[src/rtl/sonar_ranger.sv]
// HC-SR04 ranging front end: issues the trigger pulse on a fixed period, times
// the synchronized echo pulse in whole centimetres and publishes the result
// (or a timeout indication) with a one-cycle valid strobe.
module sonar_ranger #(
  parameter int TRIG_CYCLES   = 270,
  parameter int PERIOD_CYCLES = 6750000,
  parameter int CYCLES_PER_CM = 1566,
  parameter int RISE_TIMEOUT  = 27000,
  parameter int ECHO_TIMEOUT  = 1080000,
  parameter int MAX_CM        = 127
) (
  input  logic       clk,
  input  logic       rst,
  input  logic       ech,
  output logic       tk,
  output logic [6:0] distance_cm,
  output logic       dist_valid,
  output logic       no_echo,
  output logic       busy
);

  localparam int PW = $clog2(PERIOD_CYCLES + 1);
  localparam int TW = $clog2(TRIG_CYCLES + 1);
  localparam int WW = $clog2(RISE_TIMEOUT + 1);
  localparam int SW = $clog2(CYCLES_PER_CM + 1);
  localparam int EW = $clog2(ECHO_TIMEOUT + 1);

  localparam logic [PW-1:0] PERIOD_LAST = PW'(PERIOD_CYCLES - 1);
  localparam logic [TW-1:0] TRIG_LAST   = TW'(TRIG_CYCLES - 1);
  localparam logic [WW-1:0] WAIT_LAST   = WW'(RISE_TIMEOUT - 1);
  localparam logic [SW-1:0] SUB_LAST    = SW'(CYCLES_PER_CM - 1);
  localparam logic [EW-1:0] ECHO_LAST   = EW'(ECHO_TIMEOUT - 1);
  localparam logic [6:0]    CM_MAX      = 7'(MAX_CM);

  typedef enum logic [2:0] {IDLE, TRIG, WAIT_RISE, MEASURE, DONE} state_t;

  state_t          state, state_nxt;
  logic [PW-1:0]   period_cnt;
  logic [TW-1:0]   trig_cnt;
  logic [WW-1:0]   wait_cnt;
  logic [SW-1:0]   sub_cnt, sub_base, sub_inc;
  logic [6:0]      cm_cnt, cm_base, cm_inc;
  logic [EW-1:0]   total_cnt, total_base, total_inc;
  logic            ech_q1, ech_s, ech_prev;
  logic            rise, fall, sub_wrap, count_en, echo_to, res_to;

  // Centimetre count saturates at MAX_CM instead of wrapping.
  function automatic logic [6:0] sat_inc_cm(input logic [6:0] v);
    return (v == CM_MAX) ? v : v + 7'd1;
  endfunction

  // Two-flop synchronizer plus one delayed copy for edge detection.
  always_ff @(posedge clk or posedge rst) begin
    if (rst) begin
      ech_q1   <= 1'b0;
      ech_s    <= 1'b0;
      ech_prev <= 1'b0;
    end else begin
      ech_q1   <= ech;
      ech_s    <= ech_q1;
      ech_prev <= ech_s;
    end
  end

  assign rise = ech_s & ~ech_prev;
  assign fall = ~ech_s & ech_prev;

  // Free-running trigger period counter; zero marks a trigger opportunity.
  always_ff @(posedge clk or posedge rst) begin
    if (rst) begin
      period_cnt <= '0;
    end else if (period_cnt == PERIOD_LAST) begin
      period_cnt <= '0;
    end else begin
      period_cnt <= period_cnt + PW'(1);
    end
  end

  // Echo-width arithmetic: the rise cycle is the first counted high cycle,
  // so counting starts from zero bases while still in WAIT_RISE.
  always_comb begin
    sub_base   = (state == MEASURE) ? sub_cnt   : '0;
    cm_base    = (state == MEASURE) ? cm_cnt    : '0;
    total_base = (state == MEASURE) ? total_cnt : '0;
    sub_wrap   = (sub_base == SUB_LAST);
    sub_inc    = sub_wrap ? '0 : sub_base + SW'(1);
    cm_inc     = sub_wrap ? sat_inc_cm(cm_base) : cm_base;
    total_inc  = total_base + EW'(1);
    count_en   = ((state == WAIT_RISE) && rise) || ((state == MEASURE) && ech_s);
    echo_to    = (state == MEASURE) && ech_s && (total_cnt == ECHO_LAST);
  end

  // FSM state register.
  always_ff @(posedge clk or posedge rst) begin
    if (rst) state <= IDLE;
    else     state <= state_nxt;
  end

  // FSM next-state logic; a rise beats a simultaneous wait timeout.
  always_comb begin
    state_nxt = state;
    case (state)
      IDLE:      if (period_cnt == '0) state_nxt = TRIG;
      TRIG:      if (trig_cnt == TRIG_LAST) state_nxt = WAIT_RISE;
      WAIT_RISE: begin
        if (rise)                        state_nxt = MEASURE;
        else if (wait_cnt == WAIT_LAST)  state_nxt = DONE;
      end
      MEASURE:   if (fall || echo_to) state_nxt = DONE;
      DONE:      state_nxt = IDLE;
      default:   state_nxt = IDLE;
    endcase
  end

  // FSM outputs decoded from state.
  always_comb begin
    tk   = (state == TRIG);
    busy = (state != IDLE);
  end

  // Phase counters for trigger width, rise wait and echo width.
  always_ff @(posedge clk or posedge rst) begin
    if (rst) begin
      trig_cnt  <= '0;
      wait_cnt  <= '0;
      sub_cnt   <= '0;
      cm_cnt    <= '0;
      total_cnt <= '0;
    end else begin
      trig_cnt <= (state == TRIG) ? trig_cnt + TW'(1) : '0;
      wait_cnt <= (state == WAIT_RISE) ? wait_cnt + WW'(1) : '0;
      if (count_en) begin
        sub_cnt   <= sub_inc;
        cm_cnt    <= cm_inc;
        total_cnt <= total_inc;
      end
    end
  end

  // Timeout flag: leaving WAIT_RISE without a rise, or MEASURE via echo_to.
  always_ff @(posedge clk or posedge rst) begin
    if (rst) begin
      res_to <= 1'b0;
    end else if (state == WAIT_RISE) begin
      res_to <= ~rise;
    end else if (state == MEASURE) begin
      res_to <= echo_to;
    end
  end

  // Result publication in the DONE cycle.
  always_ff @(posedge clk or posedge rst) begin
    if (rst) begin
      distance_cm <= '0;
      no_echo     <= 1'b0;
      dist_valid  <= 1'b0;
    end else if (state == DONE) begin
      distance_cm <= res_to ? CM_MAX : cm_cnt;
      no_echo     <= res_to;
      dist_valid  <= 1'b1;
    end else begin
      dist_valid  <= 1'b0;
    end
  end

endmodule

[config.mk]
export PLATFORM = sky130hd
export DESIGN_NAME = sonar_ranger
export DESIGN_NICKNAME = d
export VERILOG_FILES = /design/src/rtl/sonar_ranger.sv
export SDC_FILE = /design/constraint.sdc
export NUM_CORES = 1
export LEC_CHECK = 0
export CORE_ASPECT_RATIO = 0.7
export CORE_MARGIN = 2
export CORE_UTILIZATION = 55
export CTS_CLUSTER_SIZE = 30
export DETAILED_ROUTE_END_ITERATION = 8
export PLACE_DENSITY = 0.69
export SYNTH_ARGS = -nofsm -noshare
export SYNTH_HDL_FRONTEND = slang
export SYNTH_SLANG_ARGS = --single-unit
[constraint.sdc]
create_clock -name clk -period 4.15 [get_ports clk]
set_input_delay 0.415 -clock clk [delete_from_list [all_inputs] [get_ports clk]]
set_output_delay 0.415 -clock clk [all_outputs]
set_load 0.02 [all_outputs]
==> results by group <==
Timing
  – Fin. Hold Viols: 0
  – Skew final: 6.589 ps
  – RSZ-0062 raised after global routing: no
  – Fin crit period: 2888 ps
  – Relative slew slack: 0.2922
  – Final setup viols: 0
  – Tightest Pin Transition: 1056 ps
  – Fin crit share: 0.6958
  – TNS Setup: 0 ps
  – Final slew viol count: 0
  – Hold_ws: 376.2 ps
  – Max frequency: 0.3463 GHz

Power and ir drop
  – Clock power frac: 0.442
  – Sw Ratio: 0.2059
  – Pint: roughly 1500 uW
  – PD cells: 325.5 nW/um^2
  – Peak VDD IR: 0.1841 mV
  – Leakage power: 0.002380 uW
  – Final Total Pwr: 1830 uW
  – Combinational group share of total power: 0.013
  – Switch Pwr: 376.8 uW
  – Sequential power share: 0.545

Clock network
  – CTS Buf Count: 9
  – Reg clk slew, reported paths: 60 ps
  – Hold buffer count at cts: 0
  – CTS Sinks: approximately 100
  – Postcts setup bufs: 0
  – H-tree Lvls: 3
  – Skew-Pair Late Insertion Delay: 340 ps
  – Cts repair resizes: 0
  – Clk buf depth: 2
  – Clock root buffer: clkbuf_16
  – TritonCTS clock tree: built

Logic synthesis
  – Post-synthesis compound-gate area fraction: 0.06479
  – Post-synth EDFFs: 0
  – Synth warn: 0
  – Dominant combinational cell family by area after synthesis: simple AND/OR/NAND/NOR gates
  – Fraction of the yosys area taken by sequential cells: 0.4988
  – Synthesized flop and latch total: approximately 100
  – Asr flop ratio synth: 1.000
  – Mapped Cells: 536
  – Synth Area in Adders: 0.02200
  – Synthesized area: between 5000 and 6000 um^2
  – Top FF cell, synth: dfrtp_1
  – Post-Synth XOR/XNOR Area: 0.1010
  – Syn Area/Cell: 9.547 um^2
  – Post-synthesis mux area share: 0.004156
  – Post-Synth Simple-Gate Area: 0.2814
  – Cell variety after synth: 55
  – Net count after synthesis: approximately 550

Final layout
  – Util after Layout: 0.6222
  – Fraction of layout cells with a size suffix above 1: 0.05829
  – Filler cells: approximately 770
  – Commonest non-fill, non-tap cell in the layout: dfrtp_1
  – Diodes inserted: 0
  – Commonest cells after routing, fill and taps aside: dfrtp_1 (102), nor2_1 (77), nand2_1 (67)
  – Layout area overhead: 9.853%
  – Non-Filler Instances: 673
  – Nets: about 560

Die
  – Core area: roughly 9000 um^2
  – Die area: 10100 um^2
  – Die Span Y: 84.71 um
  – Initial core utilization: 0.5664
  – Ports: 14
  – Row count: 29
  – DIE WIDTH: 119.3 um

Routing
  – Avg Vias per Cell: between 5 and 6
  – DRT iter0 DRCs: 315
  – Routed WL: 9841 um
  – Wire per inst: 14.62 um
  – DRC errors left: 0
  – DRT Pass-1 Iters: 4
  – Detail Route Antenna Nets: 0
  – Vias: 3795

Global routing
  – GR Overflow Total: 0
  – Initial antenna violation count: 0
  – Largest net degree at the start of global routing: 39
  – Gr usage total: 0.2106
  – First-pass GRT wire length: 16950 um
  – Vias in the first global route: around 3500

Setup path
  – Slowest stage cell, crit path: dfrtp_1
  – WS Path Type: flop to flop
  – CP Launch Type: flop
  – Slowest stage delay, CP: 620 ps
  – WP data required: around 4400 ps
  – Critical path fanouts, max: 18
  – Cell mode on critical path: and2_1
  – CP Capture Type: flop
  – Crit-path cells: and3b_1 > and2_1 > ha_1 > nor4b_1 > and2_1 > and4bb_1 > nand4_1 > xor2_1
  – WP data arrival: 3110 ps

Min path
  – Hold Crit Class: flop to flop

Placement
  – Placed insts: 657
  – Port Buffer Count: 13
  – Gpl congestion: 0.8681
  – Hpwl dp: 6782 um

Flow run
  – Max-Cap Viols: 0

Status
  – Status: finished, final reports clean
-- cell usage after synthesis, types with 8 or more instances --
cell        n  area, um^2
nor3_1     10       50.05
nand3_1    35       175.2
nand4_1    20       125.1
ha_1        9       112.6
clkbuf_1    9       33.78
and2_1     12       75.07
inv_1      15       56.30
nor2_1     77       289.0
xnor2_1    22       192.7
dfrtp_1   102        2552
a21oi_1    12       60.06
nand2_1    67       251.5
o21ai_0    21       105.1
and3_1      8       50.05
xor2_1     37       324.1
-- worst max-delay path: cells and delay by family, from the launching register on --
family,cells,cell delay [ps]
fa+ha+maj,1,150
flops,1,620
xor+xnor,1,160
simple gates,6,1840
-- path summary, 6_finish.rpt --
path / startpoint / to / slack, ps / depth (start not counted)
setup / recovery: state[0] / cm_cnt[5] / 1260 / 8
hold / removal: ech_q1 / ech_s / 380 / 0
setup reg to reg: state[0] / cm_cnt[5] / 1260 / 8
hold reg to reg: ech_q1 / ech_s / 380 / 0
max in group asynchronous: rst / total_cnt[12] / 2830 / 3
min in group asynchronous: rst / trig_cnt[6] / 450 / 2
-- through the flow --
step / setup WS [ps] / instance area (um^2)
global route: 993.4 / 5622
detailed placement: 1293 / 5334
CTS: 1279 / 5622
finish: 1262 / 5622
floorplan: 1060 / 5117
global placement: 1401 / 5334
-- final cells by class --
cell class | instances | area [um^2] | area share
Sequential cell | 102 | 2552 | 0.4540
Inverter | 15 | 58.81 | 0.01046
Timing Repair Buffer | 15 | 145.1 | 0.02582
Clock inverter | 3 | 17.52 | 0.003116
Clock buffer | 13 | 270.3 | 0.04807
Multi-Input combinational cell | 401 | 2422 | 0.4309
Tap cell | 124 | 155.1 | 0.02760
-- per-layer routing --
layer / vias to the layer above / routed length, um / share of wire / global-route usage
met2: 56 / 4250 / 0.43 / 0.3077
met3: 8 / 324 / 0.033 / 0.05299
met4: 0 / 80 / 0.0081 / 0.05989
met5: - / 0 / 0 / 0
met1: 1875 / 5186 / 0.53 / 0.3132
li1: 1856 / - / - / -
-- kinds of logic after synthesis --
family / after synthesis
simple gates: 278
flops: 102
xor+xnor: 59
compound gates: 53
buf+inv: 33
fa+ha+maj: 9
mux: 2
-- state kept, by name (all words and copies together), names as in the netlist --
name         flops
distance_cm      7
period_cnt      23
no_echo          1
wait_cnt        15
ech_s            1
sub_cnt         11
cm_cnt           7
state            3
dist_valid       1
trig_cnt         9
total_cnt       21
ech_prev         1
res_to           1
ech_q1           1
-- power groups by stage --
stage                     Combinational, uW  Sequential [uW]  Clock (uW)
after floorplan                        15.8             1020           0
after global placement                 25.1             1020           0
after detailed placement               26.1             1020           0
after CTS                              26.2              997         827
after global routing                   29.6              997         873
final                                  24.2              997         809
Note: power is estimated with default switching activity, not from simulation.
